File: src/rtl/keypad_encoder_4x4.sv
// keypad_encoder_4x4: scans a 4x4 active-low keypad, debounces, priority-encodes the key and hands it off via valid/ack.
module keypad_encoder_4x4 #(
  parameter int SCAN_DIV = 4,
  parameter int DEBOUNCE = 2
) (
  input  logic       clk,
  input  logic       reset_n,
  input  logic [3:0] col_n,
  output logic [3:0] row_n,
  output logic       A,
  output logic       B,
  output logic       C,
  output logic       D,
  output logic       valid,
  input  logic       ack,
  output logic       multi
);
  localparam int DW = $clog2(SCAN_DIV);
  localparam int CW = $clog2(DEBOUNCE + 1);
  typedef enum logic [1:0] {SCAN, DEB, REPORT, RELEASE} state_t;
  state_t state, state_d;
  logic [3:0] c1, c2, samp, acc_idx, f_idx, cand, cand_d, code, code_d;
  logic [DW-1:0] dcnt;
  logic [1:0] r, row_col;
  logic [CW-1:0] cnt, cnt_d;
  logic acc_hit, acc_mult, last, fend, row_hit, row_mult, f_hit, f_mult, mult_d, valid_d;
  assign row_n = ~(4'b0001 << r);
  assign {D, C, B, A} = code;
  assign last = dcnt == DW'(SCAN_DIV - 1);
  assign fend = last && r == 2'd3;
  assign samp = ~c2;
  assign row_hit = |samp;
  assign row_col = samp[0] ? 2'd0 : samp[1] ? 2'd1 : samp[2] ? 2'd2 : 2'd3;
  assign row_mult = (samp & (samp - 4'd1)) != 4'd0;
  // Rows are scanned in ascending order, so the first hit in a frame is the lowest index.
  assign f_hit = acc_hit | row_hit;
  assign f_idx = acc_hit ? acc_idx : {r, row_col};
  assign f_mult = acc_mult | row_mult | (acc_hit & row_hit);
  always_ff @(posedge clk or negedge reset_n) begin
    if (!reset_n) begin
      c1 <= 4'hf;
      c2 <= 4'hf;
      dcnt <= '0;
      r <= 2'd0;
      acc_hit <= 1'b0;
      acc_mult <= 1'b0;
      acc_idx <= 4'd0;
    end else begin
      c1 <= col_n;
      c2 <= c1;
      dcnt <= last ? '0 : dcnt + DW'(1);
      if (last) begin
        r <= r + 2'd1;
        acc_hit <= f_hit & ~fend;
        acc_mult <= f_mult & ~fend;
        acc_idx <= fend ? 4'd0 : f_idx;
      end
    end
  end
  always_ff @(posedge clk or negedge reset_n) begin
    if (!reset_n) begin
      state <= SCAN;
      cand <= 4'd0;
      cnt <= '0;
      code <= 4'd0;
      multi <= 1'b0;
      valid <= 1'b0;
    end else begin
      state <= state_d;
      cand <= cand_d;
      cnt <= cnt_d;
      code <= code_d;
      multi <= mult_d;
      valid <= valid_d;
    end
  end
  always_comb begin
    state_d = state;
    cand_d = cand;
    cnt_d = cnt;
    code_d = code;
    mult_d = multi;
    case (state)
      SCAN: if (fend && f_hit) begin
        cand_d = f_idx;
        cnt_d = CW'(1);
        state_d = DEBOUNCE == 1 ? REPORT : DEB;
      end
      DEB: if (fend) begin
        if (f_hit && f_idx == cand) begin
          cnt_d = cnt + CW'(1);
          if (cnt_d == CW'(DEBOUNCE)) state_d = REPORT;
        end else begin
          cnt_d = '0;
          state_d = SCAN;
        end
      end
      REPORT: if (ack) begin
        cnt_d = '0;
        state_d = RELEASE;
      end
      RELEASE: if (fend) begin
        cnt_d = f_hit ? '0 : cnt + CW'(1);
        if (cnt_d == CW'(DEBOUNCE)) begin
          cnt_d = '0;
          state_d = SCAN;
        end
      end
    endcase
    if (state != REPORT && state_d == REPORT) begin
      code_d = cand_d;
      mult_d = f_mult;
    end
    valid_d = state_d == REPORT;
  end
endmodule

File: config.mk
export PLATFORM = sky130hd
export DESIGN_NAME = keypad_encoder_4x4
export DESIGN_NICKNAME = d
export VERILOG_FILES = /design/src/rtl/keypad_encoder_4x4.sv
export SDC_FILE = /design/constraint.sdc
export NUM_CORES = 1
export LEC_CHECK = 0
export BUFFER_PORTS_ARGS = -buffer_cell sky130_fd_sc_hd__buf_4
export CAP_MARGIN = 20
export CORE_MARGIN = 2
export CORE_UTILIZATION = 57
export DETAILED_ROUTE_END_ITERATION = 12
export HOLD_SLACK_MARGIN = 0.08
export PLACE_DENSITY = 0.86
export SYNTH_ARGS = -nofsm -noshare
export SYNTH_HDL_FRONTEND = slang
export SYNTH_SLANG_ARGS = --single-unit
File: constraint.sdc
create_clock -name clk -period 2.15 [get_ports clk]
set_input_delay 0.5375 -clock clk [delete_from_list [all_inputs] [get_ports clk]]
set_output_delay 0.5375 -clock clk [all_outputs]
set_load 0.05 [all_outputs]
==> flow_summary.yaml, run 1 <==
run_status:
  outcome: "completed"
cells_and_area:
  finalNetCount: 175
  fillCellCount: 192
  stdcell_area_mm2: 0.00180
  drive_gt1_share_pct: 30.7
  final_cell_count_no_fill: 193
  antenna_cells: 0
  area_growth_pct: 15.5
die:
  coreArea_mm2: 0.00252
  chipHeight_um: 56.3
  initial_utilization_pct: 61.7
  placementRows: 18
  die_width_um: 56.3
  io_pins: 17
  dieArea_mm2: 0.00316
sta:
  finalMaxSlewViolations: 0
  setup_viol_count_final: 0
  final.min_clock_period_ns: 2.04
  hold_violations: 0
  rsz0062_at_grt: "false"
  tns_ns: 0
  tightest_slew_ns: 0.439
  timing.final.ws_setup_ns: 0.106
  clock_skew_ns: 0.00732
  fmax_mhz: 489
  relSlewSlack_pct: 70.7
  finalCritPeriodShare_pct: 95.1
cts:
  cts_buffer_depth: 2
  numCtsBuffers: 5
  cts_tree: "yes"
  clk_pin_slew_ns: 0.10
  root_buffer: "clkbuf_4"
  clock_latency_ns: 0.34
  cts_sinks: 32
  ctsHoldBuffers: 0
  htree_levels: 2
logic_synthesis:
  async_flop_share_pct: 100
  synth_edf_count: 0
  synth.area.top_cells: "dfrtp_1 (39%), dfstp_2 (14%), ha_1 (4.8%), inv_1 (4.3%), mux2_2 (4.3%)"
  synth_area_mm2: 0.00156
  synth_top_area_share_pct: 38.6
  yosysWarnings: 0
  yosys.area.top_type: "dfrtp_1"
  ys.flop_type: "dfrtp_1"
  synth_seq_area_share_pct: 52.1
  synth.top_cells.by_count: "dfrtp_1 (24), inv_1 (18), nand2_1 (11), dfstp_2 (8), o21ai_0 (7)"
  syn_area_per_cell_um2: 11.3
  ys_types: 37
  synth-seq-cells: 32
  synth_most_common_cell: "dfrtp_1"
  synth_cells: 138
  syn_nets: 151
setup_path:
  worstPathMaxFanout: 6
  worstPathArrival_ns: 2.28
  cpPeakStageDelay_ns: 0.47
  cp_top_family: "multiplexers"
  critPathSlowestCell: "dfrtp_1"
  crit_chain: "ha_1 -> nand2_1 -> nor4_4 -> mux2_2 -> mux2_2"
  critPathBufInv: 0
  crit_top_cell: "mux2_2"
  crit_path_start_kind: "register"
  path_class: "reg -> reg"
  cp.required_ns: 2.39
  worstSetupEndpointType: "register"
detailed_routing:
  antenna_left: 0
  drc: 0
  avgRoutedWirePerCell_um: 15.6
  dr.pass1.iters: 4
  via_per_inst: 5.75
  vias: 1110
  drt-total-wl_um: 3000
  detail_route.iter0.violations: 44
min_path:
  hp-class: "in -> async"
global_routing:
  grt_max_degree: 33
  track_usage_pct: 22.4
  antenna_found_initial: 0
  grt_pass1_wl_um: 5220
  grt_remaining_overflow: 0
  grt_pass1_vias: 1128
placement:
  gp_congestion: 0.888
  portBuffers: 16
  dp_slack_ns: 0.100
  placed_cell_area_mm2: 0.00172
  hpwl_um: 2150
  placed_cells: 184
power_and_ir_drop:
  peakVddDrop_uv: 666
  p_leak_nw: 0.783
  power_density_mw_per_mm2: 678
job:
  maxCapViolCount: 0
==> power breakdown <==
group	switching [mW]	internal, mW
logic	0.120	0.0708
clock network	0.213	0.130
registers	0.0433	0.643
==> sequential cells by signal, summed over array words and instances (netlist names) <==
name / count
state: 2
cand: 4
cnt: 2
acc_hit: 1
r: 2
dcnt: 2
acc_idx: 4
valid: 1
acc_mult: 1
c1: 4
code: 4
c2: 4
multi: 1
==> worst paths after layout <==
path,start,end,slack (ns),cells after the start
setup / recovery,r[1],code[0],0.11,5
min in group clk,col_n[0],c1[0],0.29,1
hold reg to reg,c1[2],c2[2],0.36,0
setup reg to reg,r[1],code[0],0.11,5
max in group asynchronous,reset_n,c2[1],1.72,1
hold / removal,reset_n,cnt[1],0.1,1
==> kinds of logic (layout without fill, tap and decap cells) <==
kind of cell / count (synthesis) / count (layout) / share of synthesized area, %
AOI/OAI and AO/OA: 27 / 27 / 11.7
xor gates and xnor gates: 4 / 4 / 2.25
adders and majority gates: 7 / 7 / 5.47
buffers and inverters: 22 / 47 / 5.87
DFF: 32 / 32 / 52.1
muxes: 11 / 11 / 8.36
and+or+nand+nor: 35 / 35 / 14.2
==> routing by layer <==
| layer | track usage, % | vias to the layer above | wire length, µm |
|---|---|---|---|
| met5 | 0 | - | 0 |
| met4 | 11.6 | 0 | 100 |
| met3 | 9.91 | 11 | 218 |
| met2 | 34.5 | 45 | 1530 |
| met1 | 26.4 | 532 | 1160 |
| li1 | - | 522 | - |
==> repair_timing <==
item | in CTS | in global routing
setup endpoints to repair | 0 | 5
gates resized for setup | 0 | 3
buffers inserted | 0 | 1
==> layout by cell type, fill, tap and decap left out, types with 2 or more instances in the layout <==
cell type,n
o22ai_1,4
mux2_2,6
inv_1,18
nand2b_1,3
a311oi_1,2
nand3_1,3
ha_1,6
a21oi_1,5
and3_1,2
dfrtp_1,23
o21ai_0,7
buf_4,21
nand3b_1,2
nand2_1,11
a32oi_1,2
nor4_4,2
mux2i_1,3
nor2_1,6
clkbuf_4,5
dfstp_2,8
and2_1,2
xnor2_1,2
==> worst register-to-register path, stage by stage, from the launching register on <==
cell	delay, ns
dfrtp_1	0.47
ha_1	0.30
nand2_1	0.14
nor4_4	0.38
mux2_2	0.40
mux2_2	0.26
==> metrics by stage <==
step	utilization [%]	power, mW	hold slack [ns]
final	71.3	1.22	0.0999
after global routing	71.3	1.29	0.115
after CTS	70.5	1.23	0.115
after detailed placement	68.2	0.884	0.348
after global placement	68.2	0.874	0.346
after floorplan	-	0.813	0.242
==> final cells by class <==
class	instances	area, µm²	share of cell area [%]
tap	30	37.5	2.09
inverter	18	67.6	3.76
clock buffer	6	41.3	2.30
multi-input combinational	84	666	37.0
sequential	32	812	45.2
timing repair buffer	21	158	8.77
clock inverter	2	16.3	0.905
(Power assumes the default switching activity.)
==> inputs of run 2 (changes only) <==
--- a/config.mk
+++ b/config.mk
@@ -8,10 +8,10 @@
 export BUFFER_PORTS_ARGS = -buffer_cell sky130_fd_sc_hd__buf_4
 export CAP_MARGIN = 20
 export CORE_MARGIN = 2
-export CORE_UTILIZATION = 57
+export CORE_UTILIZATION = 55
 export DETAILED_ROUTE_END_ITERATION = 12
 export HOLD_SLACK_MARGIN = 0.08
-export PLACE_DENSITY = 0.86
+export PLACE_DENSITY = 0.83
 export SYNTH_ARGS = -nofsm -noshare
 export SYNTH_HDL_FRONTEND = slang
 export SYNTH_SLANG_ARGS = --single-unit
==> run 2 against run 1 <==
Net effect:
- die area up 3.4%
- combinational power down 5%
- critical path depth did not move
- sequential power hardly changed
- worst setup slack gained 0.052 ns
- clock skew grew 0.0059 ns
- sequential share of layout area increased by 0.93 points
- non-clock buffer count fell by 2
- wire length shrank 8.3%
- power shrank 4.1%
- cell count fell by 1.0%
- maximum frequency is 2.6% higher
==> flow_summary.yaml, run 2 (synthesis results as in run 1) <==
global_routing:
  grt_pass1_vias: 1057
  grt_pass1_wl_um: 4790
  antenna_found_initial: 0
  track_usage_pct: 20.0
  grt_max_degree: 33
  grt_remaining_overflow: 0
cells_and_area:
  antenna_cells: 0
  fillCellCount: 207
  finalNetCount: 173
  final_common_cell: "dfrtp_1"
  layout_common_cells: "dfrtp_1 (23), buf_4 (19), inv_1 (18)"
  fin_util_pct: 65.0
  final_cell_count_no_fill: 191
  area_growth_pct: 13.2
  drive_gt1_share_pct: 28.1
  stdcell_area_mm2: 0.00176
sta:
  tns_ns: 0
  rsz0062_at_grt: "false"
  hold_slack_ns: 0.122
  finalCritPeriodShare_pct: 92.7
  finalMaxSlewViolations: 0
  clock_skew_ns: 0.0132
  hold_violations: 0
  final.min_clock_period_ns: 1.99
  fmax_mhz: 502
  relSlewSlack_pct: 65.6
  setup_viol_count_final: 0
  timing.final.ws_setup_ns: 0.158
  tightest_slew_ns: 0.513
placement:
  hpwl_um: 2060
  gp_congestion: 0.856
  portBuffers: 16
  placed_cell_area_mm2: 0.00171
  placed_cells: 184
  dp_slack_ns: 0.0986
detailed_routing:
  vias: 1052
  via_per_inst: 5.51
  avgRoutedWirePerCell_um: 14.4
  drc: 0
  detail_route.iter0.violations: 29
  drt-total-wl_um: 2760
  dr.pass1.iters: 4
  antenna_left: 0
cts:
  cts_buffer_depth: 2
  cts_setup_buffers: 0
  root_buffer: "clkbuf_4"
  cts_sinks: 32
  clk_pin_slew_ns: 0.10
  clock_latency_ns: 0.33
  htree_levels: 2
  cts_tree: "yes"
  numCtsBuffers: 5
min_path:
  hp-class: "in -> async"
power_and_ir_drop:
  power_density_mw_per_mm2: 664
  p_leak_nw: 0.766
  power_mw: 1.17
  peakVddDrop_uv: 638
setup_path:
  crit_path_start_kind: "register"
  worstPathArrival_ns: 2.22
  cp.required_ns: 2.38
  r2r_slack_ns: 0.16
  path_class: "reg -> reg"
  worstSetupEndpointType: "register"
  worstPathMaxFanout: 6
die:
  chipHeight_um: 57.2
  coreArea_mm2: 0.00271
  io_pins: 17
  placementRows: 19
  initial_utilization_pct: 57.4
  dieArea_mm2: 0.00327
  die_width_um: 57.2
job:
  maxCapViolCount: 0
run_status:
  outcome: "completed"
==> run 2: changes by cell type in the layout (fill, tap and decap cells not counted) <==
cell        previous run  this run
xnor2_2                1         0
xnor2_1                2         3
buf_4                 21        19
clkinvlp_4             1         0
mux2i_2                1         0
clkinv_4               1         0
mux2i_1                3         4
clkinv_2               0         1
==> run 2: area by class of cell <==
cell class	count	area (µm²)	share of cell area [%]
clock buffers	6	41.3	2.34
flip-flops and latches	32	812	46.1
inverters	18	67.6	3.84
repair buffers	19	143	8.10
well taps	31	38.8	2.20
multi-input cells	84	654	37.1
clock inverters	1	5.00	0.284
==> run 2: routing by layer <==
| layer | up-vias | GRT usage, % | routed length (µm) |
|---|---|---|---|
| met5 | - | 0 | 0 |
| li1 | 516 | - | - |
| met2 | 24 | 34.0 | 1410 |
| met1 | 508 | 23.2 | 1180 |
| met3 | 4 | 5.44 | 126 |
| met4 | 0 | 9.97 | 43 |
==> run 2: timing repair <==
| item | in CTS | in global routing |
|---|---|---|
| gates resized for setup | 0 | 1 |
| hold buffers | 0 | 0 |
| endpoints found under the setup margin | 0 | 2 |
==> run 2: critical path, cell delays in order, from the launching register on <==
cell	delay, ns
dfrtp_1	0.45
ha_1	0.29
nand2_1	0.15
nor4_4	0.36
mux2_2	0.39
mux2_2	0.26
==> run 2: report_power, final <==
group	switching (mW)	leakage, nW	internal [mW]
registers	0.0422	0.394	0.643
logic	0.114	0.343	0.0663
clock network	0.184	0.0281	0.120
total	0.340	0.766	0.829
==> run 2: final timing paths <==
path / cells past startpoint / startpoint / end
hold / removal: 1 / reset_n / r[0]
hold reg to reg: 0 / c1[0] / c2[0]
setup / recovery: 5 / r[1] / code[1]
min in group clk: 1 / col_n[1] / c1[1]
setup reg to reg: 5 / r[1] / code[1]
max in group asynchronous: 1 / reset_n / c1[3]
